[config.mk]
export PLATFORM = sky130hd
export DESIGN_NAME = load_store_unit
export DESIGN_NICKNAME = d
export VERILOG_FILES = /design/src/rtl/load_store_unit.sv
export SDC_FILE = /design/constraint.sdc
export NUM_CORES = 1
export LEC_CHECK = 0
export ABC_CLOCK_PERIOD_IN_PS = 6100
export BUFFER_PORTS_ARGS = -buffer_cell sky130_fd_sc_hd__buf_2
export CAP_MARGIN = 20
export CORE_MARGIN = 2
export CORE_UTILIZATION = 47
export CTS_CLUSTER_SIZE = 25
export DETAILED_ROUTE_END_ITERATION = 8
export PLACE_DENSITY = 0.87
export REMOVE_ABC_BUFFERS = 1
export SLEW_MARGIN = 30
export SYNTH_ARGS = -nofsm -noshare
export SYNTH_HDL_FRONTEND = slang
export SYNTH_SLANG_ARGS = --single-unit
[constraint.sdc]
create_clock -name clk -period 6.1 [get_ports clk]
set_input_delay 0.61 -clock clk [delete_from_list [all_inputs] [get_ports clk]]
set_output_delay 0.61 -clock clk [all_outputs]
set_load 0.02 [all_outputs]
[src/rtl/load_store_unit.sv]
// Load/store initiator for a word-organised memory: sub-word stores use read-modify-write, loads return extended lanes.
// Latency: errors 1 cycle, loads/word stores 2, sub-word stores 3, plus memory wait cycles; requests accepted only in IDLE.
module load_store_unit #(
  parameter int DEPTH_W = 6
) (
  input  logic        clk,
  input  logic        rst_n,
  input  logic        req_valid,
  output logic        req_ready,
  input  logic        req_write,
  input  logic [1:0]  req_size,
  input  logic        req_signed,
  input  logic [31:0] req_addr,
  input  logic [31:0] req_wdata,
  output logic        rsp_valid,
  output logic [31:0] rsp_rdata,
  output logic        rsp_error,
  output logic        mem_req,
  output logic        mem_we,
  output logic [1:0]  mem_read,
  output logic [31:0] mem_addr,
  output logic [31:0] mem_wdata,
  input  logic [31:0] mem_rdata,
  input  logic        mem_ack
);

  typedef enum logic [1:0] {IDLE, RD, WR, RESP} state_t;

  state_t      state;
  logic [1:0]  lane_q;
  logic [1:0]  size_q;
  logic        sgn_q;
  logic        wr_q;
  logic [15:0] wd_q;
  logic        bad;
  logic [31:0] widx;

  assign req_ready = (state == IDLE);

  always_comb begin
    bad  = (req_size == 2'd0)
         | ((req_size == 2'd2) & req_addr[0])
         | ((req_size == 2'd3) & (|req_addr[1:0]))
         | (|(req_addr >> (DEPTH_W + 2)));
    widx = {{(32 - DEPTH_W){1'b0}}, req_addr[DEPTH_W+1:2]};
  end

  function automatic logic [31:0] merge(input logic [31:0] w, input logic [1:0] ln,
                                        input logic [1:0] sz, input logic [15:0] d);
    logic [31:0] r;
    r = w;
    if (sz == 2'd1) r[{ln, 3'b000} +: 8] = d[7:0];
    else            r[{ln[1], 4'b0000} +: 16] = d;
    return r;
  endfunction

  function automatic logic [31:0] extract(input logic [31:0] w, input logic [1:0] ln,
                                          input logic [1:0] sz, input logic sg);
    logic [7:0]  b;
    logic [15:0] h;
    logic [31:0] r;
    b = w[{ln, 3'b000} +: 8];
    h = w[{ln[1], 4'b0000} +: 16];
    case (sz)
      2'd1:    r = {{24{sg & b[7]}}, b};
      2'd2:    r = {{16{sg & h[15]}}, h};
      default: r = w;
    endcase
    return r;
  endfunction

  always_ff @(posedge clk or negedge rst_n) begin
    if (!rst_n) begin
      state     <= IDLE;
      lane_q    <= 2'd0;
      size_q    <= 2'd0;
      sgn_q     <= 1'b0;
      wr_q      <= 1'b0;
      wd_q      <= 16'd0;
      mem_req   <= 1'b0;
      mem_we    <= 1'b0;
      mem_read  <= 2'd0;
      mem_addr  <= 32'd0;
      mem_wdata <= 32'd0;
      rsp_valid <= 1'b0;
      rsp_rdata <= 32'd0;
      rsp_error <= 1'b0;
    end else begin
      case (state)
        IDLE: if (req_valid) begin
          lane_q <= req_addr[1:0];
          size_q <= req_size;
          sgn_q  <= req_signed;
          wr_q   <= req_write;
          wd_q   <= req_wdata[15:0];
          if (bad) begin
            state     <= RESP;
            rsp_valid <= 1'b1;
            rsp_error <= 1'b1;
            rsp_rdata <= 32'd0;
          end else begin
            mem_req  <= 1'b1;
            mem_addr <= widx;
            if (req_write && req_size == 2'd3) begin
              state     <= WR;
              mem_we    <= 1'b1;
              mem_wdata <= req_wdata;
            end else begin
              state    <= RD;
              mem_read <= 2'd3;
            end
          end
        end
        RD: if (mem_ack) begin
          mem_read <= 2'd0;
          if (wr_q) begin
            // Sub-word store: keep the address, turn the read into the merged write.
            state     <= WR;
            mem_we    <= 1'b1;
            mem_wdata <= merge(mem_rdata, lane_q, size_q, wd_q);
          end else begin
            state     <= RESP;
            mem_req   <= 1'b0;
            mem_addr  <= 32'd0;
            rsp_valid <= 1'b1;
            rsp_error <= 1'b0;
            rsp_rdata <= extract(mem_rdata, lane_q, size_q, sgn_q);
          end
        end
        WR: if (mem_ack) begin
          state     <= RESP;
          mem_req   <= 1'b0;
          mem_we    <= 1'b0;
          mem_addr  <= 32'd0;
          mem_wdata <= 32'd0;
          rsp_valid <= 1'b1;
          rsp_error <= 1'b0;
          rsp_rdata <= 32'd0;
        end
        RESP: begin
          state     <= IDLE;
          rsp_valid <= 1'b0;
          rsp_error <= 1'b0;
          rsp_rdata <= 32'd0;
        end
        default: state <= IDLE;
      endcase
    end
  end

endmodule

# Word level (Yosys, flattened, before mapping)
# Cells that the tools add are included.
# W data, S select, Z words.
dict set report word_totals {
  ff_bits 126
  inputBits 104
  word_cells 110
}
dict set report classes {
  n_addsub 2
  eq_ne 16
  n_shift 6
  mux 52
  n_bitwise 7
  reduce_logical 13
}
# op n
set ops {}
lappend ops {{$mux W32} 15}
lappend ops {{$pmux W32 S3} 2}
lappend ops {{$pmux W32 S4} 1}
lappend ops {{$bwmux W32} 2}
lappend ops {{$pmux W32 S2} 1}
lappend ops {{$shift A16 B7 Y32 const A} 1}
lappend ops {{$shift A8 B7 Y32 const A} 1}
lappend ops {{$shiftx A16 B7 Y32} 1}
lappend ops {{$shiftx A32 B6 Y16} 1}
lappend ops {{$shiftx A32 B6 Y8} 1}
lappend ops {{$shiftx A8 B7 Y32} 1}
lappend ops {{$reduce_or A24 Y1} 1}
lappend ops {{$mux W2} 9}
lappend ops {{$mux W1} 16}
lappend ops {{$ne A2 B2 Y1 const B} 7}
lappend ops {{$neg A5 Y7} 2}
lappend ops {{$eq A2 B2 Y1 const B} 5}
lappend ops {{$reduce_and A5 Y1} 2}
lappend ops {{$pmux W1 S4} 2}
lappend ops {{$pmux W2 S4} 1}
lappend ops {{$reduce_and A7 Y1} 1}
lappend ops {{$pmux W1 S3} 2}
lappend ops {{$reduce_and A6 Y1} 1}
lappend ops {{$and A1 B1 Y1} 4}
lappend ops {{other kinds (11)} 16}

# Logic depth before layout (Yosys ltp)
dict set report depth {
  depth_word 8
  ltp_mapped 11
  mapped_depth_nobuf 7
}

# Worst setup path before layout
# OpenSTA, ideal clock, no wires.
dict set report synth_timing {
  path_kind {flip-flop to flip-flop}
  startpoint {reg state[0]}
  endpoint {reg mem_wdata[22]}
  t_arrival_ps 2307
  required_ps 5975
  slack_ps 3668
  path_stages_with_launch 10
  period_less_slack_ps 2432
  cell_sequence {dfrtp_1 > inv_1 > ha_1 > buf_2 > inv_2 > o22ai_1 > nor3_1 > o21ai_1 > buf_2 > mux2_2}
}
dict set report synth_via {
  elab_chain_len 3
  word_cells_on_any_way 12
  classes_between {eq/ne: 8; mux: 1; reduce/logical: 3}
}
# element line
set synth_lines {}
lappend synth_lines {{start, declared} 29} ;# state_t state;
lappend synth_lines {{start signal, assigned} 74} ;# state <= IDLE;
lappend synth_lines {{start signal, assigned} 97} ;# state <= RESP;
lappend synth_lines {{start signal, assigned} 105} ;# state <= WR;
lappend synth_lines {{$logic_not A2 Y1 *} n/a}
lappend synth_lines {{net req_ready} 9} ;# output logic req_ready,
lappend synth_lines {{$ne A2 B1 Y1 (no line), or another cell as far along} n/a}
lappend synth_lines {{$reduce_and A7 Y1 (no line)} n/a}
lappend synth_lines {{end signal, assigned} 107} ;# mem_wdata <= req_wdata;
lappend synth_lines {{end signal, assigned} 120} ;# mem_wdata <= merge(mem_rdata, lane_q, size_q, wd_q);
lappend synth_lines {{end, declared} 22} ;# output logic [31:0] mem_wdata,
# The timed path passes the listed nets; every way through them passes the cells marked *.
# A chain may end at the register's enable or synchronous reset.

# Worst setup path in the final report
dict set report layout_timing {
  startpoint {reg state[1]}
  endpoint {reg mem_wdata[17]}
}
dict set report layout_via {
  elab_chain_len 3
  word_cells_on_any_way 12
  classes_between {eq/ne: 8; mux: 1; reduce/logical: 3}
}
# element line
set layout_lines {}
lappend layout_lines {{$eq A2 B1 Y1, or another cell as far along} 89} ;# case (state)
lappend layout_lines {{$ne A2 B2 Y1 (no line), or another cell as far along} n/a}
lappend layout_lines {{$reduce_and A7 Y1 (no line)} n/a}
# Several ways; a longest one is shown, not always the timed one.

==> flow_metrics.tcl <==
set metrics [dict create \
    outcome "finished clean" \
    wl_per_cell_um 18.45 \
    synthArstFlopShare_pct 100.0 \
    relSlewSlack_pct 36.71 \
    numCtsBuffers 9 \
    yosys-top-cells-count "dfrtp_1 (99), o21ai_0 (81), a21oi_1 (57)" \
    finalCriticalPeriod_ns 2.873 \
    maxCapViolCount 0 \
    dp_hpwl_um 13000 \
    die_area_um2 13990 \
    grt_first_pass_wirelength_um 27730 \
    fmax_ghz 0.3480 \
    ys_top_cells_by_area "dfrtp_1 (40%), mux2_2 (9.9%), o21ai_0 (6.6%)" \
    die_y_um 118.3 \
    clkLatencyLatePin_ns 0.35 \
    r2r_cells 7 \
    grt_pass1_vias 5242 \
    initial_core_util_pct 48.45 \
    crit_buf_inv 2 \
    slew_violations 0 \
    ys_ff_latch 99 \
    synth_edf_count 0 \
    final.fill_count 1123 \
    row_count 41 \
    drtIter0Drc 542 \
    antenna_left 0 \
    synth-main-ff-cell "dfrtp_1" \
    gr-usage-all-layers_pct 24.92 \
    crit_slowest_cell "nor2_2" \
    h-tree-depth 3 \
    leakagePower_nw 3.618 \
    p_total_mw 4.221 \
    cts_buffer_depth 2 \
    crit_fanout 35 \
    worstMarginPinSlew_ns 0.9484 \
    fin_skew_ns 0.009914 \
    core_region_area_um2 12670 \
    vias_per_cell 5.873 \
    cts_tree "built" \
    hold_violations 0 \
    p_per_area_nw_per_um2 574.7 \
    ys.warnings.count 0 \
    antenna_found_initial 3 \
    postSynthAreaPerCell_um2 9.446 \
    regArea_um2 2479 \
    netlist.area_leader.share_pct 40.35 \
    drt_first_pass_iters 6 \
    num-nets-final 917 \
    grt_max_degree 77 \
    yosysTopAreaCell "dfrtp_1" \
    path_class "reg -> reg" \
    peakVddDrop_mv 0.2566 \
    cts.sinks 99 \
    syn2layout_area_growth_pct 19.62 \
    critPathArrivalTime_ns 3.17 \
    critPathMaxStageDelay_ns 0.83 \
    synth_area_um2 6140 \
    fin_crit_sh_pct 47.10 \
    end_kind "register" \
    rsz0062_at_grt "false" \
    drc 0 \
    ys_seq_area_share_pct 40.35 \
    critPathLaunchType "register" \
    worstPathCellList "inv_1, ha_1, inv_2, nor2_2, o21ai_0, o2bb2ai_1, mux2_2" \
    ys_types 44 \
    synthCells 650 \
    drt_wl_total_um 18110 \
    ctsHoldBuffers 0 \
    multi_input_area_um2 3238 \
    whs_ns 0.1875 \
    path_clk_slew_ns 0.07 \
    fin_setup_tns_ns 0 \
    hold_path_class "in -> async" \
    die_w_um 118.3 \
    drive_gt1_share_pct 34.62 \
    vias 5767 \
    cts_root_buf "clkbuf_16" \
    portBuffers 180 \
    cp_top_family "simple AND/OR/NAND/NOR gates" \
    io_pins 207 \
    cp.depth 7 \
    grt-ovfl-total 0 \
    post-synth-top-count-cell "dfrtp_1" \
    gp_congestion 0.9141 \
    cts_setup_buffers 0 \
    setup_viol 0 \
    cts_resized 0 \
    crit_required_ns 6.40 \
]
layout make-up:
class	instances	share of cell area (%)
clock buffer	12	3.356
tap	172	2.930
inverter	43	2.198
clock inverter	4	0.6814
sequential	99	33.75
multi-input combinational	463	44.09
antenna	4	0.1363
timing repair buffer	185	12.86
power by group:
part | switching [mW] | total (mW) | internal (mW)
logic | 1.50 | 2.51 | 1.01
registers | 0.204 | 1.13 | 0.926
clock network | 0.252 | 0.581 | 0.329
flip-flops by register name (all words and copies together) (netlist names):
signal	flops
mem_wdata	32
rsp_rdata	32
wd_q	16
mem_addr	6
lane_q	2
size_q	2
state	2
mem_read	1
mem_req	1
mem_we	1
rsp_error	1
rsp_valid	1
sgn_q	1
wr_q	1
per-layer routing:
| metal | global-route usage, % | vias to the layer above | part of all wire [%] |
|---|---|---|---|
| met2 | 38.84 | 314 | 46 |
| met5 | 0 | - | 0 |
| li1 | - | 2615 | - |
| met3 | 4.537 | 49 | 8.1 |
| met4 | 11.45 | 0 | 3.2 |
| met1 | 33.67 | 2789 | 42 |
cells in the final DEF, fill, tap and decap left out, drive strengths merged, types with 8 or more instances in the layout:
cell type  instances
buf              185
dfrtp             99
o21ai             83
mux2              61
a21oi             57
nand2             51
inv               43
o2bb2ai           31
nor2              27
conb              26
a22o              24
nor3              15
mux2i             13
ha                12
clkbuf            12
a32o               9
nor4               9
a221o              8
path summary, 6_finish.rpt:
path | to | slack [ns] | start
max | mem_wdata[17] | 3.23 | state[1]
min | mem_we | 0.19 | rst_n
max reg2reg | mem_wdata[17] | 3.23 | state[1]
min reg2reg | rsp_rdata[15] | 0.50 | rsp_rdata[15]
max in group asynchronous | lane_q[1] | 4.92 | rst_n
min in group clk | rsp_rdata[15] | 0.50 | rsp_rdata[15]
kinds of logic (layout without fill, tap and decap cells):
family / count (synthesis) / in the layout / share of synthesized area, %
mux: 74 / 74 / 13.74
buf+inv: 113 / 244 / 9.008
simple gates: 121 / 121 / 10.05
fa+ha+maj: 12 / 12 / 2.445
compound gates: 230 / 230 / 24.35
flops: 99 / 99 / 40.35
other cells: 1 / 30 / 0.06108
metrics by stage:
stage          instance area [µm²]  worst slack [ns]  cells  util [%]
3_3_place_gp                  7008             3.284    962     55.31
6_report                      7345             3.227    982     57.96
3_5_place_dp                  7015             3.247    962     55.37
4_1_cts                       7312             3.274    978     57.71
2_1_floorplan                 5842             2.534    605         -
5_1_grt                       7342             3.025    981     57.94
(Power assumes the default switching activity.)
